[src/rtl/uart_out_port_decode_pkg.sv]
// Shared constants for the TramelBlaze write-side UART port decoder.
// Port addresses, handshake FSM encoding and control-register bit positions.
package uart_out_port_decode_pkg;

    localparam logic [15:0] TX_ADDR   = 16'h0000;
    localparam logic [15:0] CTRL_ADDR = 16'h0001;
    localparam logic [15:0] MASK_ADDR = 16'h0002;
    localparam logic [15:0] CLR_ADDR  = 16'h0003;

    typedef enum logic [1:0] {
        ST_IDLE = 2'd0,
        ST_LOAD = 2'd1,
        ST_ACK  = 2'd2
    } tx_state_e;

    localparam int CTRL_BAUD_LSB  = 4;
    localparam int CTRL_EIGHT_BIT = 3;
    localparam int CTRL_PEN_BIT   = 2;
    localparam int CTRL_OHEL_BIT  = 1;

    // ACK gives up waiting for tx_ready to drop after this many extra cycles (3 total)
    localparam logic [1:0] ACK_GUARD_MAX = 2'd2;

endpackage

[src/rtl/uart_tx_fifo.sv]
// Synchronous byte FIFO; registered count, head visible combinationally from rd_ptr.
// Push while full is accepted only when a pop happens in the same cycle.
module uart_tx_fifo #(
    parameter int DEPTH = 4,
    parameter int AW    = 2
) (
    input  logic          i_clk,
    input  logic          i_reset,
    input  logic          i_push,
    input  logic [7:0]    i_push_dat,
    input  logic          i_pop,
    output logic [7:0]    o_head,
    output logic          o_full,
    output logic          o_empty,
    output logic [AW:0]   o_count
);

    logic [7:0]    r_mem [DEPTH];
    logic [AW-1:0] r_wr_ptr;
    logic [AW-1:0] r_rd_ptr;
    logic [AW:0]   r_count;
    logic          w_push_ok;
    logic          w_pop_ok;

    assign o_full    = (r_count == (AW+1)'(DEPTH));
    assign o_empty   = (r_count == '0);
    assign o_count   = r_count;
    assign o_head    = r_mem[r_rd_ptr];
    assign w_pop_ok  = i_pop & ~o_empty;
    assign w_push_ok = i_push & (~o_full | w_pop_ok);

    always_ff @(posedge i_clk) begin
        if (w_push_ok) begin
            r_mem[r_wr_ptr] <= i_push_dat;
        end
    end

    always_ff @(posedge i_clk) begin
        if (i_reset) begin
            r_wr_ptr <= '0;
            r_rd_ptr <= '0;
            r_count  <= '0;
        end else begin
            if (w_push_ok) r_wr_ptr <= r_wr_ptr + 1'b1;
            if (w_pop_ok)  r_rd_ptr <= r_rd_ptr + 1'b1;
            case ({w_push_ok, w_pop_ok})
                2'b10:   r_count <= r_count + 1'b1;
                2'b01:   r_count <= r_count - 1'b1;
                default: r_count <= r_count;
            endcase
        end
    end

endmodule

[src/rtl/uart_out_port_decode.sv]
// Decodes processor port writes into TX FIFO pushes, ctrl/mask regs and overflow clear.
// Push to tx_load is 2 cycles; bytes wait in the FIFO until the transmitter raises tx_ready.
module uart_out_port_decode
    import uart_out_port_decode_pkg::*;
#(
    parameter int          DEPTH     = 4,
    parameter int          AW        = 2,
    parameter logic [15:0] P_TX_ADDR   = TX_ADDR,
    parameter logic [15:0] P_CTRL_ADDR = CTRL_ADDR,
    parameter logic [15:0] P_MASK_ADDR = MASK_ADDR,
    parameter logic [15:0] P_CLR_ADDR  = CLR_ADDR
) (
    input  logic          i_clk,
    input  logic          i_reset,
    input  logic [15:0]   i_port_id,
    input  logic [15:0]   i_out_port,
    input  logic          i_write_strobe,
    input  logic          i_tx_ready,
    output logic [7:0]    o_tx_data,
    output logic          o_tx_load,
    output logic [3:0]    o_baud_sel,
    output logic          o_eight,
    output logic          o_pen,
    output logic          o_ohel,
    output logic [7:0]    o_int_mask,
    output logic          o_fifo_full,
    output logic          o_fifo_empty,
    output logic          o_overflow,
    output logic [AW:0]   o_tx_count
);

    logic       w_wr_tx;
    logic       w_wr_ctrl;
    logic       w_wr_mask;
    logic       w_wr_clr;
    logic       w_full;
    logic       w_empty;
    logic       w_pop;
    logic       w_load;
    logic       w_ovf_set;
    logic [7:0] w_head;
    logic       w_unused_bits;

    logic [7:0] r_ctrl;
    logic [7:0] r_int_mask;
    logic       r_overflow;
    logic [7:0] r_tx_data;
    logic       r_tx_load;
    logic [1:0] r_guard;
    tx_state_e  r_state;
    tx_state_e  w_state_nxt;

    assign w_wr_tx   = i_write_strobe & (i_port_id == P_TX_ADDR);
    assign w_wr_ctrl = i_write_strobe & (i_port_id == P_CTRL_ADDR);
    assign w_wr_mask = i_write_strobe & (i_port_id == P_MASK_ADDR);
    assign w_wr_clr  = i_write_strobe & (i_port_id == P_CLR_ADDR);
    // A push into a full FIFO is only lost if no pop frees a slot in the same cycle
    assign w_ovf_set = w_wr_tx & w_full & ~w_pop;
    assign w_unused_bits = ^{i_out_port[15:8], r_ctrl[0]};

    uart_tx_fifo #(
        .DEPTH (DEPTH),
        .AW    (AW)
    ) u_fifo (
        .i_clk      (i_clk),
        .i_reset    (i_reset),
        .i_push     (w_wr_tx),
        .i_push_dat (i_out_port[7:0]),
        .i_pop      (w_pop),
        .o_head     (w_head),
        .o_full     (w_full),
        .o_empty    (w_empty),
        .o_count    (o_tx_count)
    );

    always_ff @(posedge i_clk) begin
        if (i_reset) begin
            r_ctrl     <= 8'h00;
            r_int_mask <= 8'h00;
            r_overflow <= 1'b0;
        end else begin
            if (w_wr_ctrl) r_ctrl     <= i_out_port[7:0];
            if (w_wr_mask) r_int_mask <= i_out_port[7:0];
            if (w_ovf_set)     r_overflow <= 1'b1;
            else if (w_wr_clr) r_overflow <= 1'b0;
        end
    end

    always_ff @(posedge i_clk) begin
        if (i_reset) begin
            r_state   <= ST_IDLE;
            r_guard   <= 2'd0;
            r_tx_data <= 8'h00;
            r_tx_load <= 1'b0;
        end else begin
            r_state   <= w_state_nxt;
            r_guard   <= (r_state == ST_ACK) ? r_guard + 2'd1 : 2'd0;
            r_tx_load <= w_load;
            if (w_pop) r_tx_data <= w_head;
        end
    end

    always_comb begin
        w_state_nxt = r_state;
        case (r_state)
            ST_IDLE: if (w_pop) w_state_nxt = ST_LOAD;
            ST_LOAD: w_state_nxt = ST_ACK;
            ST_ACK:  if (!i_tx_ready || r_guard == ACK_GUARD_MAX) w_state_nxt = ST_IDLE;
            default: w_state_nxt = ST_IDLE;
        endcase
    end

    always_comb begin
        w_pop  = 1'b0;
        w_load = 1'b0;
        case (r_state)
            ST_IDLE: w_pop  = ~w_empty & i_tx_ready;
            ST_LOAD: w_load = 1'b1;
            default: begin
                w_pop  = 1'b0;
                w_load = 1'b0;
            end
        endcase
    end

    assign o_tx_data    = r_tx_data;
    assign o_tx_load    = r_tx_load;
    assign o_baud_sel   = r_ctrl[CTRL_BAUD_LSB +: 4];
    assign o_eight      = r_ctrl[CTRL_EIGHT_BIT];
    assign o_pen        = r_ctrl[CTRL_PEN_BIT];
    assign o_ohel       = r_ctrl[CTRL_OHEL_BIT];
    assign o_int_mask   = r_int_mask;
    assign o_fifo_full  = w_full;
    assign o_fifo_empty = w_empty;
    assign o_overflow   = r_overflow;

endmodule
[config.mk]
export PLATFORM = sky130hd
export DESIGN_NAME = uart_out_port_decode
export DESIGN_NICKNAME = d
export VERILOG_FILES = /design/src/rtl/uart_out_port_decode_pkg.sv /design/src/rtl/uart_tx_fifo.sv /design/src/rtl/uart_out_port_decode.sv
export SDC_FILE = /design/constraint.sdc
export NUM_CORES = 1
export LEC_CHECK = 0
export ABC_AREA = 1
export BUFFER_PORTS_ARGS = -buffer_cell sky130_fd_sc_hd__buf_2
export CAP_MARGIN = 20
export CORE_ASPECT_RATIO = 1.2
export CORE_MARGIN = 3
export CORE_UTILIZATION = 25
export DETAILED_ROUTE_END_ITERATION = 8
export PLACE_DENSITY_LB_ADDON = 0.08
export REMOVE_ABC_BUFFERS = 1
export SYNTH_ARGS = -nofsm -noshare
export SYNTH_HDL_FRONTEND = slang
export SYNTH_SLANG_ARGS = --single-unit
[constraint.sdc]
create_clock -name i_clk -period 1.7 [get_ports i_clk]
set_input_delay 0.34 -clock i_clk [delete_from_list [all_inputs] [get_ports i_clk]]
set_output_delay 0.34 -clock i_clk [all_outputs]
set_load 0.02 [all_outputs]
---- Yosys cells after proc, flatten, opt, wreduce, memory -nomap -nowiden ----
Memories as Yosys holds them, arrays and structs flattened. A register that Yosys moved wholly into a read port is not among the register bits.
Index checks and enable logic that the tools add are counted.
storage, ports and cells
  flip-flop bits (word level) ............. 29
  bits in writable memories ............... 32
  output and inout port bits .............. 30
  memories ................................ 1
memory list
  memory        depth  width  read ports  clocked after Yosys merged registers in  wr ports  RTL line            text
  u_fifo.r_mem  4      8      1           1                                        1         uart_tx_fifo.sv:18  logic [7:0] r_mem [DEPTH];
operators by class
  add/subtract/negate cells ............... 5
  eq/ne operators ......................... 11
  muxes and demuxes ....................... 10
  bitwise logic cells ..................... 14
  reduce and logical (&&, ||, !) cells .... 9
operator list
  kind                                                                    number
  16-bit by 2-bit equality test with 1-bit output, second input constant  2
  16-bit by 1-bit equality test with 1-bit output, second input constant  1
  16-bit zero test                                                        1
  1-bit bitwise AND                                                       9
  2-bit by 1-bit adder with 2-bit output, second input constant           3
  2-bit equality test, second input constant                              3
  1-bit 2-to-1 mux                                                        6
  2-bit one-hot mux with 3 select lines                                   1
  3-bit one-hot mux with 2 select lines                                   1
  2-bit by 1-bit equality test with 1-bit output, second input constant   2
  2-bit 2-to-1 mux                                                        2
  2-bit by 1-bit != test with 1-bit output, second input constant         2
  1-bit inverter                                                          4
  2-bit nonzero test                                                      2
  3-bit by 1-bit adder with 3-bit output, second input constant           1
  3-bit equality test, second input constant                              1
  3-bit zero test                                                         1
  3-bit by 1-bit subtractor with 3-bit output, second input constant      1
  2-bit zero test                                                         1
  2-bit AND reduction                                                     1
  2-bit OR reduction                                                      1
  1-bit zero test                                                         1
  1-bit logical OR                                                        1
  1-bit bitwise OR                                                        1

---- Longest topological paths before layout ----
Gate-level depths: netlist of run 1.
  depth in word-level cells ............... 9
  mapped depth ............................ 11

---- Modules after synthesis ----
A second synthesis of run 1 with hierarchy kept.
unflattened totals
  cells, all modules ...................... 316
  area, all modules ....................... 2,892.8 um2
by module, submodules not included
  module                times used  cells each  area an instance (um2)
  uart_tx_fifo          1           140         1,662.8
  uart_out_port_decode  1           176         1,229.9

---- Worst setup path before layout of run 1 ----
Ideal clock, no wire load.
  kind .................................... register -> register
  from .................................... reg u_fifo.r_count[1], in the netlist u_fifo.o_count[1]
  to ...................................... mem u_fifo.r_mem[0][0], enable pin
  arrival ................................. 1.426 ns
  required time ........................... 1.329 ns
  path slack .............................. -0.096 ns
  cell stages (with the launch flop) ...... 7
  buffers on the path ..................... 0
  clock period less this slack ............ 1.796 ns
  cell sequence ........................... dfxtp_1 > inv_1 > nand3_1 > nor2_2 > nor2_4 > inv_2 > nor2_1
between the ends
  longest elaborated chain between the ends .. 9
  elaborated cells between the ends (all ways) .. 11
ends and longest elaborated chain
  element                                     RTL line                                         text
  start, declared                             uart_tx_fifo.sv:21                               logic [AW:0] r_count;
  start signal, assigned                      uart_tx_fifo.sv:47                               2'b10: r_count <= r_count + 1'b1;
  start signal, assigned                      uart_tx_fifo.sv:48                               2'b01: r_count <= r_count - 1'b1;
  start signal, assigned                      uart_tx_fifo.sv:49                               default: r_count <= r_count;
  3-bit zero test                             uart_tx_fifo.sv:26                               assign o_empty = (r_count == '0);
  1-bit inverter                              uart_tx_fifo.sv:29, uart_out_port_decode.sv:117
  1-bit bitwise AND                           uart_out_port_decode.sv:117                      ST_IDLE: w_pop = ~w_empty & i_tx_ready;
  1-bit 2-to-1 mux                            uart_out_port_decode.sv:116                      case (r_state)
  1-bit bitwise AND                           uart_tx_fifo.sv:29                               assign w_pop_ok = i_pop & ~o_empty;
  1-bit bitwise OR (*)                        uart_tx_fifo.sv:30                               assign w_push_ok = i_push & (~o_full | w_pop_ok);
  1-bit bitwise AND (*)                       uart_tx_fifo.sv:30
  1-bit 2-to-1 mux (*)                        uart_tx_fifo.sv:33                               if (w_push_ok) begin
  1-bit 2-to-1 mux (not written as such) (*)  uart_tx_fifo.sv:34                               r_mem[r_wr_ptr] <= i_push_dat;
  end, declared                               uart_tx_fifo.sv:18
Every way passes the cells marked *; elsewhere a longest branch is shown, timed or not.

---- Worst setup path in the final report of run 1 ----
  from .................................... reg u_fifo.r_count[0], in the netlist u_fifo.o_count[0]
  to ...................................... mem u_fifo.r_mem[1][3], enable pin
The elaborated chain is that of the path after synthesis.

==> results.yml, run 1 <==
outcome:
  status: "completed"
synthesis:
  netlist_area_um2: 2800
  async_flop_share_pct: 0
  avgSynthCellArea_um2: 9.82
  yosysMostFrequentCell: "nor2_1"
  synthFlopType: "dfxtp_1"
  yosys_warnings: 0
  synth-seq-cells: 68
  synth_edf_count: 32
  synth_area_leaders: "edfxtp_1 34%, dfxtp_1 26%, nor2_1 7.1%, o21ai_0 6.3%, inv_1 4.7%"
  synth_commonest_cells: "53 x nor2_1, 36 x dfxtp_1, 35 x inv_1, 35 x o21ai_0, 32 x edfxtp_1"
  synthDistinctLibCells: 29
  synth_top_area_share_pct: 34.3
  ys_seq_area_share_pct: 60.1
  postSynthCellCount: 285
  synth_largest_area_cell: "edfxtp_1"
setup_path:
  path_max_fanout: 8
  critPathRequiredTime_ps: 1770
  worstSetupStartpointType: "register"
  cp-end-kind: "register"
  path_class: "register to register"
  critical_path_arrival_ps: 1660
drt:
  vias: 2140
  first_iter_violations: 66
  routed_wl_mm: 6.59
  via_per_inst: 4.31
  drc_errors: 0
  wl_per_cell_um: 13.3
  dr.pass1.iters: 4
  ant_nets: 0
timing:
  fmax_mhz: 630
  rsz0062_at_grt: "false"
  worstMarginPinSlew_ps: 332
  period_share_pct: 93.4
  hold_violations: 0
  fin_worst_skew_ps: 6.66
  drv_slew: 0
  relSlewSlack_pct: 77.9
  setup_viol: 0
  holdWs_ps: 242
  layout_min_cycle_time_ps: 1590
global_routing:
  grt_overflow: 0
  grt_max_degree: 23
  antenna_found_initial: 0
  grtUsageTotal_pct: 11.3
  grt_pass1_wl_mm: 10.4
  grt_pass1_vias: 2052
layout:
  drive_above_1_share_pct: 29.2
  diodes: 0
  regArea_um2: 1680
  layout.nets: 404
  syn2layout_area_growth_pct: 28.5
  fill_cells: 1108
  final_area_um2: 3600
  multi_input_area_um2: 907
placed_design:
  placed_area_um2: 3320
  gp_congestion: 0.693
  dpl.hpwl_mm: 4.48
  io_buffer_count: 57
flow_run:
  cap_violations: 0
clocking:
  cts_made_buffers: 9
  clk_pin_slew_ps: 60
  insertion_delay_ps: 320
  cts_root_buf: "clkbuf_16"
  cts.path.max_buffers: 2
  cts_max_level: 3
  cts_tree: "yes"
  clkSinkCount: 68
floorplanning:
  die-area_um2: 12500
  die_w_um: 103
  start_util_pct: 26.1
  fp.dieH_um: 122
  core_um2: 10700
  io_pins: 66
  fp-row-count: 41
power_and_ir_drop:
  clkPwrFrac_pct: 34.9
  vdd_ir_drop_max_mv: 0.656
  powerDensity_nw_per_um2: 1310
  internal_power_uw: 3210
  p_seq_share_pct: 41.5
  power_frac_comb_pct: 23.6
  leakage_uw: 0.00145
  p_sw_uw: 1480
  switching_share_pct: 31.6
hold_path:
  hold_path_class: "input pin to register"
-- timing repair --
item,CTS,global route
hold buffers,0,0
buffers inserted,0,1
setup endpoints to repair,0,1
gates resized for setup,0,2
-- cells in the final DEF, fill, tap and decap left out, types with 9 or more instances in the layout --
cell	instances
o21ai_0	35
buf_2	57
buf_4	20
inv_1	35
dfxtp_1	36
nor2_1	53
a21oi_1	20
nand2_1	13
clkbuf_16	9
edfxtp_1	32
-- final cells by class --
cell class	instances	share of cell area [%]
clock inverters	5	0.800
inverters	39	4.14
clock buffers	11	6.47
well taps	129	4.49
flip-flops and latches	68	46.8
multi-input cells	167	25.2
repair buffers	77	12.1
-- logic make-up (layout without fill, tap and decap cells) --
family | Yosys count | after routing | share of synthesized area, %
buf+inv | 50 | 132 | 7.82
fa+ha+maj | 6 | 6 | 2.95
compound gates | 73 | 73 | 13.6
flops | 68 | 68 | 60.1
simple gates | 88 | 88 | 15.5
-- worst paths after layout --
| path | slack (ps) | startpoint | cells past startpoint | endpoint |
|---|---|---|---|---|
| setup / recovery | 110 | u_fifo.o_count[0] | 8 | u_fifo.r_mem[1][3] |
| hold / removal | 240 | i_reset | 2 | o_overflow |
| setup reg to reg | 110 | u_fifo.o_count[0] | 8 | u_fifo.r_mem[1][3] |
| hold reg to reg | 410 | r_guard[0] | 1 | r_guard[0] |
-- critical path: stages, from the launching register on --
cell     delay [ps]
dfxtp_1         340
nor3_4          260
nor2_4           80
buf_4           140
nor2_2          150
nor2_4           60
inv_2            80
nor2_1           40
buf_4           180
-- power by group through the flow --
stage / registers (uW) / logic [uW] / clock network [uW]
floorplan: 2120 / 554 / 0
detailed placement: 1990 / 1100 / 0
CTS: 1960 / 1100 / 1700
global placement: 1990 / 1100 / 0
global route: 1970 / 1240 / 1770
finish: 1950 / 1110 / 1640
-- layer usage --
layer  up-vias  part of all wire [%]  global-route usage [%]
met5         -                     0                       0
met4         0                   1.9                    5.17
met3        10                   5.1                    3.04
met2        52                    47                    18.3
met1       973                    46                    14.1
li1       1105                     -                       -
-- metrics by stage --
| step | worst slack, ps | TNS, ps | power [uW] | instances | util, % |
|---|---|---|---|---|---|
| 5_1_grt | 7.74 | 0 | 4990 | 496 | 33.5 |
| 3_3_place_gp | -15.5 | -36.7 | 3080 | 479 | 30.9 |
| 6_report | 112 | 0 | 4690 | 496 | 33.5 |
| 3_5_place_dp | -31.2 | -76.9 | 3090 | 479 | 30.9 |
| 4_1_cts | 95.2 | 0 | 4760 | 495 | 33.4 |
| 2_1_floorplan | -307 | -10050 | 2670 | 274 | - |
-- flip-flops by register name, indices dropped and copies added, names as in the netlist, 2 cells and up --
register	flops
u_fifo.r_rd_ptr	2
r_state	2
u_fifo.o_count	3
u_fifo.r_mem	32
r_guard	2
o_int_mask	8
o_tx_data	8
u_fifo.r_wr_ptr	2
r_ctrl	7
Power figures use the tool's default switching activity.
==> run 2, diff against run 1 <==
--- a/config.mk
+++ b/config.mk
@@ -12,6 +12,7 @@
 export CORE_MARGIN = 3
 export CORE_UTILIZATION = 25
 export DETAILED_ROUTE_END_ITERATION = 8
+export MAX_ROUTING_LAYER = met4
 export PLACE_DENSITY_LB_ADDON = 0.08
 export REMOVE_ABC_BUFFERS = 1
 export SYNTH_ARGS = -nofsm -noshare
==> run 2 against run 1 <==
Clock-buffer cell count stayed put; global-route usage grew 0.36 points; cell count is the same; hold slack got worse by 4.6 ps; sequential power about the same; wire length hardly changed; non-clock buffer count unchanged; register-to-register slack hardly changed; clock power barely moved; setup slack gained 4.7 ps; clock skew down 2.2 ps; combinational power about the same; critical path type unchanged; critical endpoint is now u_fifo.r_mem[1][6]; largest cell class unchanged.
==> results.yml, run 2 (same netlist as run 1, synthesis figures left out) <==
drt:
  dr.pass1.iters: 4
  first_iter_violations: 64
  wl_per_cell_um: 13.3
  via_per_inst: 4.29
  ant_nets: 0
  drc_errors: 0
  vias: 2130
  routed_wl_mm: 6.58
placed_design:
  dpl.hpwl_mm: 4.48
  io_buffer_count: 57
  placed_area_um2: 3320
  gp_congestion: 0.700
clocking:
  cts_made_buffers: 9
  cts_root_buf: "clkbuf_16"
  cts.path.max_buffers: 2
  cts_tree: "yes"
  clkSinkCount: 68
  insertion_delay_ps: 330
  ctsHoldBuffers: 0
  cts_max_level: 3
  clk_pin_slew_ps: 50
layout:
  layout.nets: 404
  syn2layout_area_growth_pct: 28.5
  regMostFlops: "u_fifo.r_mem"
  final_common_cell: "buf_2"
  final_area_um2: 3600
  diodes: 0
  drive_above_1_share_pct: 29.2
  largest_reg_flops: 32
  final_cell_mix: "57 x buf_2, 53 x nor2_1, 36 x dfxtp_1"
  fill_cells: 1108
timing:
  tns_ps: 0
  relSlewSlack_pct: 77.9
  worstMarginPinSlew_ps: 332
  layout_min_cycle_time_ps: 1580
  period_share_pct: 93.2
  rsz0062_at_grt: "false"
  fin_worst_skew_ps: 4.51
  fmax_mhz: 631
  setup_viol: 0
  drv_slew: 0
  hold_violations: 0
outcome:
  status: "completed"
setup_path:
  critPathSlowestCell: "dfxtp_1"
  critPathMaxStageDelay_ps: 340
  r2r_slack_ps: 120
  critical_path_arrival_ps: 1660
  path_class: "register to register"
  cp-end-kind: "register"
  path_cells: "nor3_4, nor2_4, buf_4, nor2_2, nor2_4, inv_2, nor2_1, buf_4"
  path_max_fanout: 8
  worstSetupStartpointType: "register"
  critPathRequiredTime_ps: 1780
global_routing:
  grt_pass1_vias: 2056
  grtUsageTotal_pct: 11.7
  grt_max_degree: 23
  grt_pass1_wl_mm: 10.4
  grt_overflow: 0
  antenna_found_initial: 0
floorplanning:
  fp.dieH_um: 122
  io_pins: 66
  die_w_um: 103
  die-area_um2: 12500
  fp-row-count: 41
  start_util_pct: 26.1
  core_um2: 10700
power_and_ir_drop:
  internal_power_uw: 3210
  p_seq_share_pct: 41.5
  clkPwrFrac_pct: 34.9
  vdd_ir_drop_max_mv: 0.645
  power_frac_comb_pct: 23.5
  switching_share_pct: 31.6
  powerDensity_nw_per_um2: 1300
  total_power_uw: 4690
  leakage_uw: 0.00145
  p_sw_uw: 1480
flow_run:
  cap_violations: 0
hold_path:
  hold_path_class: "input pin to register"
-- run 2: cell counts in the layout (fill, tap and decap cells not counted) --
Identical to the previous run, type by type.
-- run 2: path summary, 6_finish.rpt --
kind | start | end | cells past startpoint
worst max-delay path | u_fifo.o_count[0] | u_fifo.r_mem[1][6] | 8
worst min-delay path | i_reset | o_overflow | 2
worst max register to register | u_fifo.o_count[0] | u_fifo.r_mem[1][6] | 8
worst min register to register | r_guard[0] | r_guard[0] | 1
-- run 2: routing by layer --
layer / global-route usage, % / vias up / part of all wire (%)
met2: 18.3 / 48 / 46
met1: 14.1 / 968 / 47
li1: - / 1104 / -
met4: 5.66 / 0 / 2.3
met5: - / - / 0
met3: 2.86 / 10 / 4.7
-- run 2: layout make-up --
type                       count  area, um^2  share of cell area, %
clock inverter                 5        28.8                  0.800
timing repair buffer          77         435                   12.1
tap                          129         161                   4.49
sequential                    68        1680                   46.8
multi-input combinational    167         907                   25.2
inverter                      39         149                   4.14
clock buffer                  11         233                   6.47
-- run 2: stage by stage --
| stage | std cells | setup WS (ps) | utilization, % | hold slack (ps) |
|---|---|---|---|---|
| 6_report | 496 | 116 | 33.5 | 237 |
| 5_1_grt | 496 | 6.81 | 33.5 | 237 |
| 4_1_cts | 495 | 95.2 | 33.4 | 226 |
| 3_5_place_dp | 479 | -31.2 | 30.9 | 404 |
| 3_3_place_gp | 479 | -15.5 | 30.9 | 401 |
| 2_1_floorplan | 274 | -307 | - | 393 |
-- run 2: power groups by stage --
stage | logic, uW | registers (uW) | clock network, uW
2_1_floorplan | 554 | 2120 | 0
3_3_place_gp | 1100 | 1990 | 0
3_5_place_dp | 1100 | 1990 | 0
4_1_cts | 1100 | 1960 | 1700
5_1_grt | 1240 | 1970 | 1770
6_report | 1100 | 1950 | 1640
-- run 2: what timing repair did --
item,CTS,global route
resized for setup,0,2
hold endpoints to repair,0,0
setup buffers,0,1
setup endpoints to repair,0,1
-- run 2: critical path: cells and delay by family, from the launching register on --
kind	cells	cell delay [ps]
flip-flops	1	340
buffers and inverters	3	390
AND/OR/NAND/NOR	5	590
